### src/rtl/multicycle_ctrl_pkg.sv
// Shared encodings for the multi-cycle controller: states, instruction classes,
// datapath select codes and the opcode/funct constants the decoder matches on.
package multicycle_ctrl_pkg;

  typedef enum logic [3:0] {
    S_IDLE, S_FETCH, S_DECODE, S_EXEC_R, S_EXEC_I, S_WB_ALU, S_ADDR,
    S_MEM_RD, S_MEM_WR, S_WB_MEM, S_BRANCH, S_JUMP, S_ERR
  } state_e;

  typedef enum logic [3:0] {
    CLS_R, CLS_ADDIU, CLS_ORI, CLS_LUI, CLS_LW, CLS_SW, CLS_BEQ, CLS_J, CLS_ILL
  } cls_e;

  localparam logic [2:0] ALU_ADD = 3'd0, ALU_SUB = 3'd1, ALU_AND = 3'd2,
                         ALU_OR  = 3'd3, ALU_SLT = 3'd4, ALU_PASSB = 3'd5;
  localparam logic [1:0] EXT_ZERO = 2'd0, EXT_LUI = 2'd1, EXT_SIGN = 2'd2;
  localparam logic [1:0] ALUSRCB_RT = 2'd0, ALUSRCB_FOUR = 2'd1,
                         ALUSRCB_EXT = 2'd2, ALUSRCB_EXT_SH2 = 2'd3;
  localparam logic [1:0] PCSRC_ALU = 2'd0, PCSRC_ALUOUT = 2'd1, PCSRC_JUMP = 2'd2;

  localparam logic [5:0] OP_RTYPE = 6'h00, OP_ADDIU = 6'h09, OP_ORI = 6'h0d,
                         OP_LUI   = 6'h0f, OP_LW    = 6'h23, OP_SW  = 6'h2b,
                         OP_BEQ   = 6'h04, OP_J     = 6'h02;
  localparam logic [5:0] F_ADDU = 6'h21, F_SUBU = 6'h23, F_AND = 6'h24,
                         F_OR   = 6'h25, F_SLT  = 6'h2a;

  typedef struct packed {
    cls_e       cls;
    logic [2:0] alu_op;
    logic [1:0] ext_op;
    logic       illegal;
  } dec_t;

endpackage

### src/rtl/multicycle_ctrl_if.sv
// Controller <-> datapath bundle: instruction fields and handshakes in,
// every datapath select and strobe out.
interface multicycle_ctrl_if;
  logic [5:0] opcode;
  logic [5:0] funct;
  logic       zero;
  logic       mem_ready;
  logic       pc_write;
  logic       pc_write_cond;
  logic       ir_write;
  logic       mem_read;
  logic       mem_write;
  logic       iord;
  logic       reg_write;
  logic       reg_dst;
  logic       mem_to_reg;
  logic       alu_src_a;
  logic [1:0] alu_src_b;
  logic [2:0] alu_op;
  logic [1:0] pc_src;
  logic [1:0] ext_op;
  logic       fault;
  logic       busy;

  modport master (
    input  opcode, funct, zero, mem_ready,
    output pc_write, pc_write_cond, ir_write, mem_read, mem_write, iord,
           reg_write, reg_dst, mem_to_reg, alu_src_a, alu_src_b, alu_op,
           pc_src, ext_op, fault, busy
  );

  modport slave (
    output opcode, funct, zero, mem_ready,
    input  pc_write, pc_write_cond, ir_write, mem_read, mem_write, iord,
           reg_write, reg_dst, mem_to_reg, alu_src_a, alu_src_b, alu_op,
           pc_src, ext_op, fault, busy
  );
endinterface

### src/rtl/multicycle_ctrl_decode.sv
// Combinational instruction classifier: {opcode, funct} -> class plus the
// ALU operation and extender mode the execute stage will need.
module multicycle_ctrl_decode
  import multicycle_ctrl_pkg::*;
(
  input  logic [5:0] i_opcode,
  input  logic [5:0] i_funct,
  output dec_t       o_dec
);

  always_comb begin
    o_dec = '{cls: CLS_ILL, alu_op: ALU_ADD, ext_op: EXT_ZERO, illegal: 1'b1};
    case (i_opcode)
      OP_RTYPE: begin
        o_dec.cls     = CLS_R;
        o_dec.illegal = 1'b0;
        case (i_funct)
          F_ADDU:  o_dec.alu_op = ALU_ADD;
          F_SUBU:  o_dec.alu_op = ALU_SUB;
          F_AND:   o_dec.alu_op = ALU_AND;
          F_OR:    o_dec.alu_op = ALU_OR;
          F_SLT:   o_dec.alu_op = ALU_SLT;
          default: begin
            o_dec.cls     = CLS_ILL;
            o_dec.illegal = 1'b1;
          end
        endcase
      end
      OP_ADDIU: o_dec = '{cls: CLS_ADDIU, alu_op: ALU_ADD,   ext_op: EXT_SIGN, illegal: 1'b0};
      OP_ORI:   o_dec = '{cls: CLS_ORI,   alu_op: ALU_OR,    ext_op: EXT_ZERO, illegal: 1'b0};
      OP_LUI:   o_dec = '{cls: CLS_LUI,   alu_op: ALU_PASSB, ext_op: EXT_LUI,  illegal: 1'b0};
      OP_LW:    o_dec = '{cls: CLS_LW,    alu_op: ALU_ADD,   ext_op: EXT_SIGN, illegal: 1'b0};
      OP_SW:    o_dec = '{cls: CLS_SW,    alu_op: ALU_ADD,   ext_op: EXT_SIGN, illegal: 1'b0};
      OP_BEQ:   o_dec = '{cls: CLS_BEQ,   alu_op: ALU_SUB,   ext_op: EXT_SIGN, illegal: 1'b0};
      OP_J:     o_dec = '{cls: CLS_J,     alu_op: ALU_ADD,   ext_op: EXT_ZERO, illegal: 1'b0};
      default:  ;
    endcase
  end

endmodule

### src/rtl/multicycle_ctrl.sv
// Multi-cycle CPU control FSM: sequences fetch/decode/execute/memory/writeback,
// stalls on mem_ready and traps illegal opcodes and memory timeouts.
module multicycle_ctrl
  import multicycle_ctrl_pkg::*;
#(
  parameter int MEM_TIMEOUT = 16,
  parameter int TO_W        = 5
) (
  input  logic             clk,
  input  logic             rst,
  multicycle_ctrl_if.master bus
);

  state_e          r_state, w_next;
  dec_t            w_dec;
  cls_e            r_cls;
  logic [2:0]      r_alu_op;
  logic [1:0]      r_ext_op;
  logic [TO_W-1:0] r_to;
  logic            w_mem_st, w_to_hit;

  multicycle_ctrl_decode u_dec (
    .i_opcode (bus.opcode),
    .i_funct  (bus.funct),
    .o_dec    (w_dec)
  );

  assign w_mem_st = (r_state == S_FETCH) || (r_state == S_MEM_RD) || (r_state == S_MEM_WR);
  // A ready on the limit cycle still completes the access.
  assign w_to_hit = w_mem_st && !bus.mem_ready && (r_to == TO_W'(MEM_TIMEOUT));

  always_ff @(posedge clk) begin
    if (rst) r_state <= S_IDLE;
    else     r_state <= w_next;
  end

  always_ff @(posedge clk) begin
    if (rst || (w_next != r_state)) r_to <= '0;
    else if (w_mem_st && !bus.mem_ready) r_to <= r_to + 1'b1;
  end

  // Class and execute controls are captured once so later states never look at opcode.
  always_ff @(posedge clk) begin
    if (rst) begin
      r_cls    <= CLS_ILL;
      r_alu_op <= ALU_ADD;
      r_ext_op <= EXT_ZERO;
    end else if (r_state == S_DECODE) begin
      r_cls    <= w_dec.cls;
      r_alu_op <= w_dec.alu_op;
      r_ext_op <= w_dec.ext_op;
    end
  end

  always_comb begin
    w_next = r_state;
    case (r_state)
      S_IDLE:   w_next = S_FETCH;
      S_FETCH:  if (bus.mem_ready) w_next = S_DECODE; else if (w_to_hit) w_next = S_ERR;
      S_DECODE: begin
        if (w_dec.illegal) w_next = S_ERR;
        else case (w_dec.cls)
          CLS_R:                        w_next = S_EXEC_R;
          CLS_ADDIU, CLS_ORI, CLS_LUI:  w_next = S_EXEC_I;
          CLS_LW, CLS_SW:               w_next = S_ADDR;
          CLS_BEQ:                      w_next = S_BRANCH;
          CLS_J:                        w_next = S_JUMP;
          default:                      w_next = S_ERR;
        endcase
      end
      S_EXEC_R, S_EXEC_I: w_next = S_WB_ALU;
      S_ADDR:   w_next = (r_cls == CLS_LW) ? S_MEM_RD : S_MEM_WR;
      S_MEM_RD: if (bus.mem_ready) w_next = S_WB_MEM; else if (w_to_hit) w_next = S_ERR;
      S_MEM_WR: if (bus.mem_ready) w_next = S_FETCH;  else if (w_to_hit) w_next = S_ERR;
      S_WB_ALU, S_WB_MEM, S_BRANCH, S_JUMP: w_next = S_FETCH;
      S_ERR:    w_next = S_ERR;
      default:  w_next = S_ERR;
    endcase
  end

  always_comb begin
    bus.pc_write      = 1'b0;
    bus.pc_write_cond = 1'b0;
    bus.ir_write      = 1'b0;
    bus.mem_read      = 1'b0;
    bus.mem_write     = 1'b0;
    bus.iord          = 1'b0;
    bus.reg_write     = 1'b0;
    bus.reg_dst       = 1'b0;
    bus.mem_to_reg    = 1'b0;
    bus.alu_src_a     = 1'b0;
    bus.alu_src_b     = ALUSRCB_RT;
    bus.alu_op        = ALU_ADD;
    bus.pc_src        = PCSRC_ALU;
    bus.ext_op        = EXT_ZERO;
    bus.fault         = (r_state == S_ERR);
    bus.busy          = (r_state != S_IDLE) && (r_state != S_ERR);
    case (r_state)
      S_FETCH: begin
        bus.mem_read  = 1'b1;
        bus.alu_src_b = ALUSRCB_FOUR;
        bus.ir_write  = bus.mem_ready;
        bus.pc_write  = bus.mem_ready;
      end
      S_DECODE: begin
        bus.alu_src_b = ALUSRCB_EXT_SH2;
        bus.ext_op    = EXT_SIGN;
      end
      S_EXEC_R: begin
        bus.alu_src_a = 1'b1;
        bus.alu_op    = r_alu_op;
      end
      S_EXEC_I: begin
        bus.alu_src_a = 1'b1;
        bus.alu_src_b = ALUSRCB_EXT;
        bus.alu_op    = r_alu_op;
        bus.ext_op    = r_ext_op;
      end
      S_WB_ALU: begin
        bus.reg_write = 1'b1;
        bus.reg_dst   = (r_cls == CLS_R);
      end
      S_ADDR: begin
        bus.alu_src_a = 1'b1;
        bus.alu_src_b = ALUSRCB_EXT;
        bus.ext_op    = EXT_SIGN;
      end
      S_MEM_RD: begin
        bus.mem_read = 1'b1;
        bus.iord     = 1'b1;
      end
      S_MEM_WR: begin
        bus.mem_write = 1'b1;
        bus.iord      = 1'b1;
      end
      S_WB_MEM: begin
        bus.reg_write  = 1'b1;
        bus.mem_to_reg = 1'b1;
      end
      S_BRANCH: begin
        bus.alu_src_a     = 1'b1;
        bus.alu_op        = ALU_SUB;
        bus.pc_write_cond = 1'b1;
        bus.pc_src        = PCSRC_ALUOUT;
      end
      S_JUMP: begin
        bus.pc_write = 1'b1;
        bus.pc_src   = PCSRC_JUMP;
      end
      default: ;
    endcase
  end

endmodule

### src/flat_wrapper.sv
// flat-port wrapper written by rule: the top's interface ports become plain ports
module multicycle_ctrl_flat import multicycle_ctrl_pkg::*;
#(
  parameter int MEM_TIMEOUT = 16,
  parameter int TO_W        = 5
)
  (clk, rst, bus_opcode, bus_funct, bus_zero, bus_mem_ready, bus_pc_write, bus_pc_write_cond, bus_ir_write, bus_mem_read, bus_mem_write, bus_iord, bus_reg_write, bus_reg_dst, bus_mem_to_reg, bus_alu_src_a, bus_alu_src_b, bus_alu_op, bus_pc_src, bus_ext_op, bus_fault, bus_busy);
  multicycle_ctrl_if bus_i ();
  input  logic clk;
  input  logic rst;
  input wire logic [$bits(bus_i.opcode)-1:0] bus_opcode;
  input wire logic [$bits(bus_i.funct)-1:0] bus_funct;
  input wire logic [$bits(bus_i.zero)-1:0] bus_zero;
  input wire logic [$bits(bus_i.mem_ready)-1:0] bus_mem_ready;
  output wire logic [$bits(bus_i.pc_write)-1:0] bus_pc_write;
  output wire logic [$bits(bus_i.pc_write_cond)-1:0] bus_pc_write_cond;
  output wire logic [$bits(bus_i.ir_write)-1:0] bus_ir_write;
  output wire logic [$bits(bus_i.mem_read)-1:0] bus_mem_read;
  output wire logic [$bits(bus_i.mem_write)-1:0] bus_mem_write;
  output wire logic [$bits(bus_i.iord)-1:0] bus_iord;
  output wire logic [$bits(bus_i.reg_write)-1:0] bus_reg_write;
  output wire logic [$bits(bus_i.reg_dst)-1:0] bus_reg_dst;
  output wire logic [$bits(bus_i.mem_to_reg)-1:0] bus_mem_to_reg;
  output wire logic [$bits(bus_i.alu_src_a)-1:0] bus_alu_src_a;
  output wire logic [$bits(bus_i.alu_src_b)-1:0] bus_alu_src_b;
  output wire logic [$bits(bus_i.alu_op)-1:0] bus_alu_op;
  output wire logic [$bits(bus_i.pc_src)-1:0] bus_pc_src;
  output wire logic [$bits(bus_i.ext_op)-1:0] bus_ext_op;
  output wire logic [$bits(bus_i.fault)-1:0] bus_fault;
  output wire logic [$bits(bus_i.busy)-1:0] bus_busy;
  assign bus_i.opcode = bus_opcode;
  assign bus_i.funct = bus_funct;
  assign bus_i.zero = bus_zero;
  assign bus_i.mem_ready = bus_mem_ready;
  assign bus_pc_write = bus_i.pc_write;
  assign bus_pc_write_cond = bus_i.pc_write_cond;
  assign bus_ir_write = bus_i.ir_write;
  assign bus_mem_read = bus_i.mem_read;
  assign bus_mem_write = bus_i.mem_write;
  assign bus_iord = bus_i.iord;
  assign bus_reg_write = bus_i.reg_write;
  assign bus_reg_dst = bus_i.reg_dst;
  assign bus_mem_to_reg = bus_i.mem_to_reg;
  assign bus_alu_src_a = bus_i.alu_src_a;
  assign bus_alu_src_b = bus_i.alu_src_b;
  assign bus_alu_op = bus_i.alu_op;
  assign bus_pc_src = bus_i.pc_src;
  assign bus_ext_op = bus_i.ext_op;
  assign bus_fault = bus_i.fault;
  assign bus_busy = bus_i.busy;
  multicycle_ctrl #(.MEM_TIMEOUT(MEM_TIMEOUT), .TO_W(TO_W)) u_core (.clk(clk), .rst(rst), .bus(bus_i));
endmodule
### config.mk
export PLATFORM = sky130hd
export DESIGN_NAME = multicycle_ctrl_flat
export DESIGN_NICKNAME = d
export VERILOG_FILES = /design/src/rtl/multicycle_ctrl_pkg.sv /design/src/rtl/multicycle_ctrl_if.sv /design/src/rtl/multicycle_ctrl_decode.sv /design/src/rtl/multicycle_ctrl.sv /design/src/flat_wrapper.sv
export SDC_FILE = /design/constraint.sdc
export NUM_CORES = 1
export LEC_CHECK = 0
export BUFFER_PORTS_ARGS = -buffer_cell sky130_fd_sc_hd__clkbuf_2
export CAP_MARGIN = 20
export CORE_MARGIN = 2
export CORE_UTILIZATION = 49
export DETAILED_ROUTE_END_ITERATION = 12
export PLACE_DENSITY_LB_ADDON = 0.12
export RECOVER_POWER = 100
export SLEW_MARGIN = 30
export SYNTH_ARGS = -nofsm -noshare
export SYNTH_HDL_FRONTEND = slang
export SYNTH_SLANG_ARGS = --single-unit
### constraint.sdc
create_clock -name clk -period 1.9 [get_ports clk]
set_clock_uncertainty 0.05 [all_clocks]
set_input_delay 0.38 -clock clk [delete_from_list [all_inputs] [get_ports clk]]
set_output_delay 0.38 -clock clk [all_outputs]
set_load 0.01 [all_outputs]
==> impl_metrics.yaml, run 1 <==
synthesis:
  syn_area_um2: 1640
  yosys.cell_types.count: 60
  ys_ff_latch: 18
  ys_warn_count: 0
  syn_inst: 218
  async_flop_share_pct: 0
  synth_edf_count: 0
  syn_nets: 236
  synth_flop_cell: "dfxtp_1"
  avgSynthCellArea_um2: 7.51
  synth.yosys.seq_area_share_pct: 22.0
floorplan:
  dieWidth_um: 61.8
  ioPinCount: 37
  die_h_um: 61.8
  start_util_pct: 52.7
  rows: 20
clock_tree:
  cts_made_buffers: 3
  hold_buffers: 0
  cts.sinks: 18
  h-tree-depth: 1
  clockBufferDepth: 2
  cts_root_buf: "clkbuf_4"
timing:
  postGrtWorstEndpoint: "u_core.r_to[2]$_SDFFE_PP0P_/D"
  worst_path_end_type: "register data pin"
global_route:
  grt_max_degree: 14
outcome:
  status: "aborted with a tool error"
  haltStage: "global routing (5_1_grt)"
  error_line: "[ERROR DPL-0038] Utilization greater than 100%, impossible to legalize"
placement:
  dpl.hpwl_um: 3840
  numPortBuffers: 35
  routabilityCongestion: 0.802
  dp_slack_ns: -0.274
stage by stage:
stage | setup TNS (ns) | instances | hold WS, ns | instance area [um^2]
after global placement | -1.23 | 350 | 0.387 | 2360
after detailed placement | -1.65 | 350 | 0.395 | 2360
after CTS | -1.23 | 371 | 0.412 | 2740
after floorplan | -0.0497 | 218 | 0.377 | 1700
synth_stat cells (all sizes together), types with 2 or more instances:
cell type | n | area [um^2]
a211oi | 5 | 42.5
a21o | 2 | 15.0
a21oi | 16 | 80.1
a22oi | 3 | 22.5
a31oi | 3 | 18.8
and2 | 2 | 12.5
and3 | 4 | 26.3
buf | 11 | 77.6
clkbuf | 7 | 26.3
dfxtp | 18 | 360
ha | 2 | 25.0
inv | 4 | 15.0
nand2 | 15 | 56.3
nand2b | 8 | 50.1
nand3 | 8 | 40.0
nand4 | 2 | 12.5
nor2 | 28 | 108
nor2b | 2 | 12.5
nor3 | 13 | 75.1
nor4 | 7 | 43.8
o211ai | 6 | 45.0
o21ai | 11 | 58.8
o22ai | 2 | 26.3
o31a | 2 | 17.5
o31ai | 2 | 15.0
o32ai | 2 | 36.3
or2 | 3 | 18.8
or4b | 4 | 47.6
xnor2 | 6 | 52.6
xor2 | 2 | 17.5
what timing repair did:
item                       4_1_cts
setup endpoints to repair       28
pin swaps                       11
setup buffers                   17
gates resized for setup         53
cells by family after synthesis:
kind of cell    count (synthesis)  synth area share [%]
xor+xnor                        8                  4.28
fa+ha+maj                       2                  1.53
flops                          18                  22.0
simple gates                  104                  35.9
compound gates                 64                  29.0
buf+inv                        22                  7.26
==> run 2, diff against run 1 <==
Settings changed: CORE_UTILIZATION 49 to 40, PLACE_DENSITY_LB_ADDON 0.12 to 0.15.
Clock period 1.9 ns to 2.5 ns, I/O delays scaled along.
==> impl_metrics.yaml, run 2 <==
pwr:
  seqPwrFrac_pct: 36.5
  ir_drop_mv: 0.167
  power_density_nw_per_um2: 473
  p_leak_nw: 0.694
  p_switching_mw: 0.321
  swShare_pct: 36.1
  p_int_mw: 0.569
  pwr-share-comb_pct: 36.5
  p_clk_share_pct: 26.9
clock_tree:
  cts.sinks: 18
  cts_root_buf: "clkbuf_8"
  clk_latency_ns: 0.26
  post_cts_buffers: 0
  clockBufferDepth: 2
  cts.clk_slew.worst_paths_ns: 0.07
  cts_made_buffers: 3
  hold_buffers: 0
  post_cts_resized: 1
  h-tree-depth: 1
  cts_tree: "done"
floorplan:
  rows: 23
  dieWidth_um: 68.0
  die_h_um: 68.0
  start_util_pct: 41.2
  dieArea_um2: 4620
  core-area_um2: 3970
  ioPinCount: 37
synthesis:
  synth_commonest_cells: "27 x nor2_1, 18 x dfxtp_1, 16 x a21oi_1"
  avgSynthCellArea_um2: 7.51
  netlist.area_leader.share_pct: 22.0
  syn_inst: 218
  synth_edf_count: 0
  yosys.cell_types.count: 60
  synth.yosys.seq_area_share_pct: 22.0
  synth_flop_cell: "dfxtp_1"
  async_flop_share_pct: 0
  ys_ff_latch: 18
  synthTopCellsByArea: "dfxtp_1 22%, nor2_1 6.2%, a21oi_1 4.9%"
  syn_nets: 236
  ys_warn_count: 0
  syn_area_um2: 1640
  synth_most_common_cell: "nor2_1"
  yosys.area.top_type: "dfxtp_1"
cells_and_area:
  layout_commonest_cell: "nor2_1"
  layout_common_cells: "28 x nor2_1, 21 x clkbuf_2, 19 x clkbuf_1"
  top_regs: "u_core.r_to x5, u_core.r_cls x4, u_core.r_state x4"
  nNetsFinal: 273
  fin_util_pct: 47.4
  drive_gt1_share_pct: 22.4
  fin_area_um2: 1880
  largest_reg_flops: 5
  top_register: "u_core.r_to"
  area_delta_synth_final_pct: 15.1
  n_antenna_cell: 0
worst_setup_path:
  slowest_stage: "or4b_2"
  reg2reg_to: "u_core.r_to[3]"
  cp_cell_sequence: "buf_4, or4b_2, nor4_1, clkbuf_1"
  startpoint: "u_core.r_state[1]"
  ff2ff_path_depth: 8
  r2r-start: "u_core.r_state[0]"
  ff2ff_setup_slack_ns: 0.22
  crit_type: "flip-flop to primary output"
  cp-start-kind: "flip-flop"
  cp_max_fo: 15
  cp-endpoint: "bus_reg_dst"
  cp_data_required_time_ns: 1.95
  crit_arrival_ns: 1.86
  end_kind: "primary output"
  crit_path_max_incr_delay_ns: 0.64
placement:
  numPortBuffers: 35
  place_area_um2: 1880
  routabilityCongestion: 0.836
  dp_slack_ns: 0.136
  dpl.hpwl_um: 3260
timing:
  maxSlewHeadroom_pct: 60.4
  min_period_over_period_pct: 96.3
  min_period_ns: 2.41
  tightest_slew_ns: 0.590
  slew_violations: 0
  worst_slack_ns: 0.0934
  finalSetupViolations: 0
  hold_viol_final: 0
  finalSetupTns_ns: 0
  rsz0062_at_grt: "no"
  fmax_mhz: 416
detailed_routing:
  drt_iter0_drc: 127
  vias: 1717
  viasPerCell: 5.65
  ant_nets: 0
  firstDrtPassIters: 4
  drc: 0
  wl_per_cell_um: 14.0
  drt_wl_total_um: 4270
global_route:
  grtUsageTotal_pct: 20.0
  antenna_found_initial: 0
  gr-total-overflow: 0
  grt_max_degree: 16
  grt_pass1_vias: 1472
  grt_pass1_wl_um: 7020
min_path:
  hold_path.startpoint: "u_core.r_alu_op[1]"
  hold_depth: 2
  hold_class: "flip-flop to flip-flop"
job:
  cap_violations: 0
outcome:
  status: "finished clean"
-- run 2: cell counts after synthesis --
No cell type changed its count.
-- run 2: power by group through the flow --
stage	combinational (mW)	clock (mW)	sequential (mW)
floorplan	0.253	0	0.313
global placement	0.344	0	0.331
detailed placement	0.342	0	0.331
CTS	0.344	0.246	0.325
global route	0.369	0.257	0.328
finish	0.325	0.240	0.325
-- run 2: worst min path at each step --
stage / to
6_report: u_core.r_alu_op[1]
5_1_grt: u_core.r_ext_op[0]
4_1_cts: u_core.r_alu_op[1]
3_5_place_dp: u_core.r_alu_op[1]
3_3_place_gp: u_core.r_alu_op[1]
2_1_floorplan: u_core.r_alu_op[1]
-- run 2: area by class of cell --
cell class | instances | area, um^2
fill | 431 | 2090
multi-input combinational | 178 | 1140
inverter | 4 | 15.0
timing repair buffer | 50 | 251
tap | 50 | 62.6
clock buffer | 4 | 55.1
sequential | 18 | 364
-- run 2: logic make-up after synthesis --
family / synth area share (%)
compound gates: 29.0
xor+xnor: 4.28
fa+ha+maj: 1.53
buf+inv: 7.26
flops: 22.0
simple gates: 35.9
-- run 2: layer usage --
metal | vias up | share of wire (%) | GRT usage [%]
met5 | - | 0 | 0
met3 | 3 | 4.0 | 0.987
li1 | 892 | - | -
met2 | 50 | 45 | 31.4
met1 | 772 | 50 | 28.4
met4 | 0 | 1.0 | 8.25
-- run 2: worst max-delay path, delay by kind of cell (launching register included) --
family,cells,cell delay [ns]
buf+inv,2,0.39
flops,1,0.35
simple gates,2,0.85
-- run 2: through the flow --
step,std cells,power [mW],hold WS (ns)
6_report,304,0.891,0.402
5_1_grt,304,0.954,0.423
4_1_cts,304,0.916,0.409
3_5_place_dp,300,0.673,0.398
3_3_place_gp,300,0.675,0.391
2_1_floorplan,218,0.566,0.377
Note: power is estimated with default switching activity, not from simulation.
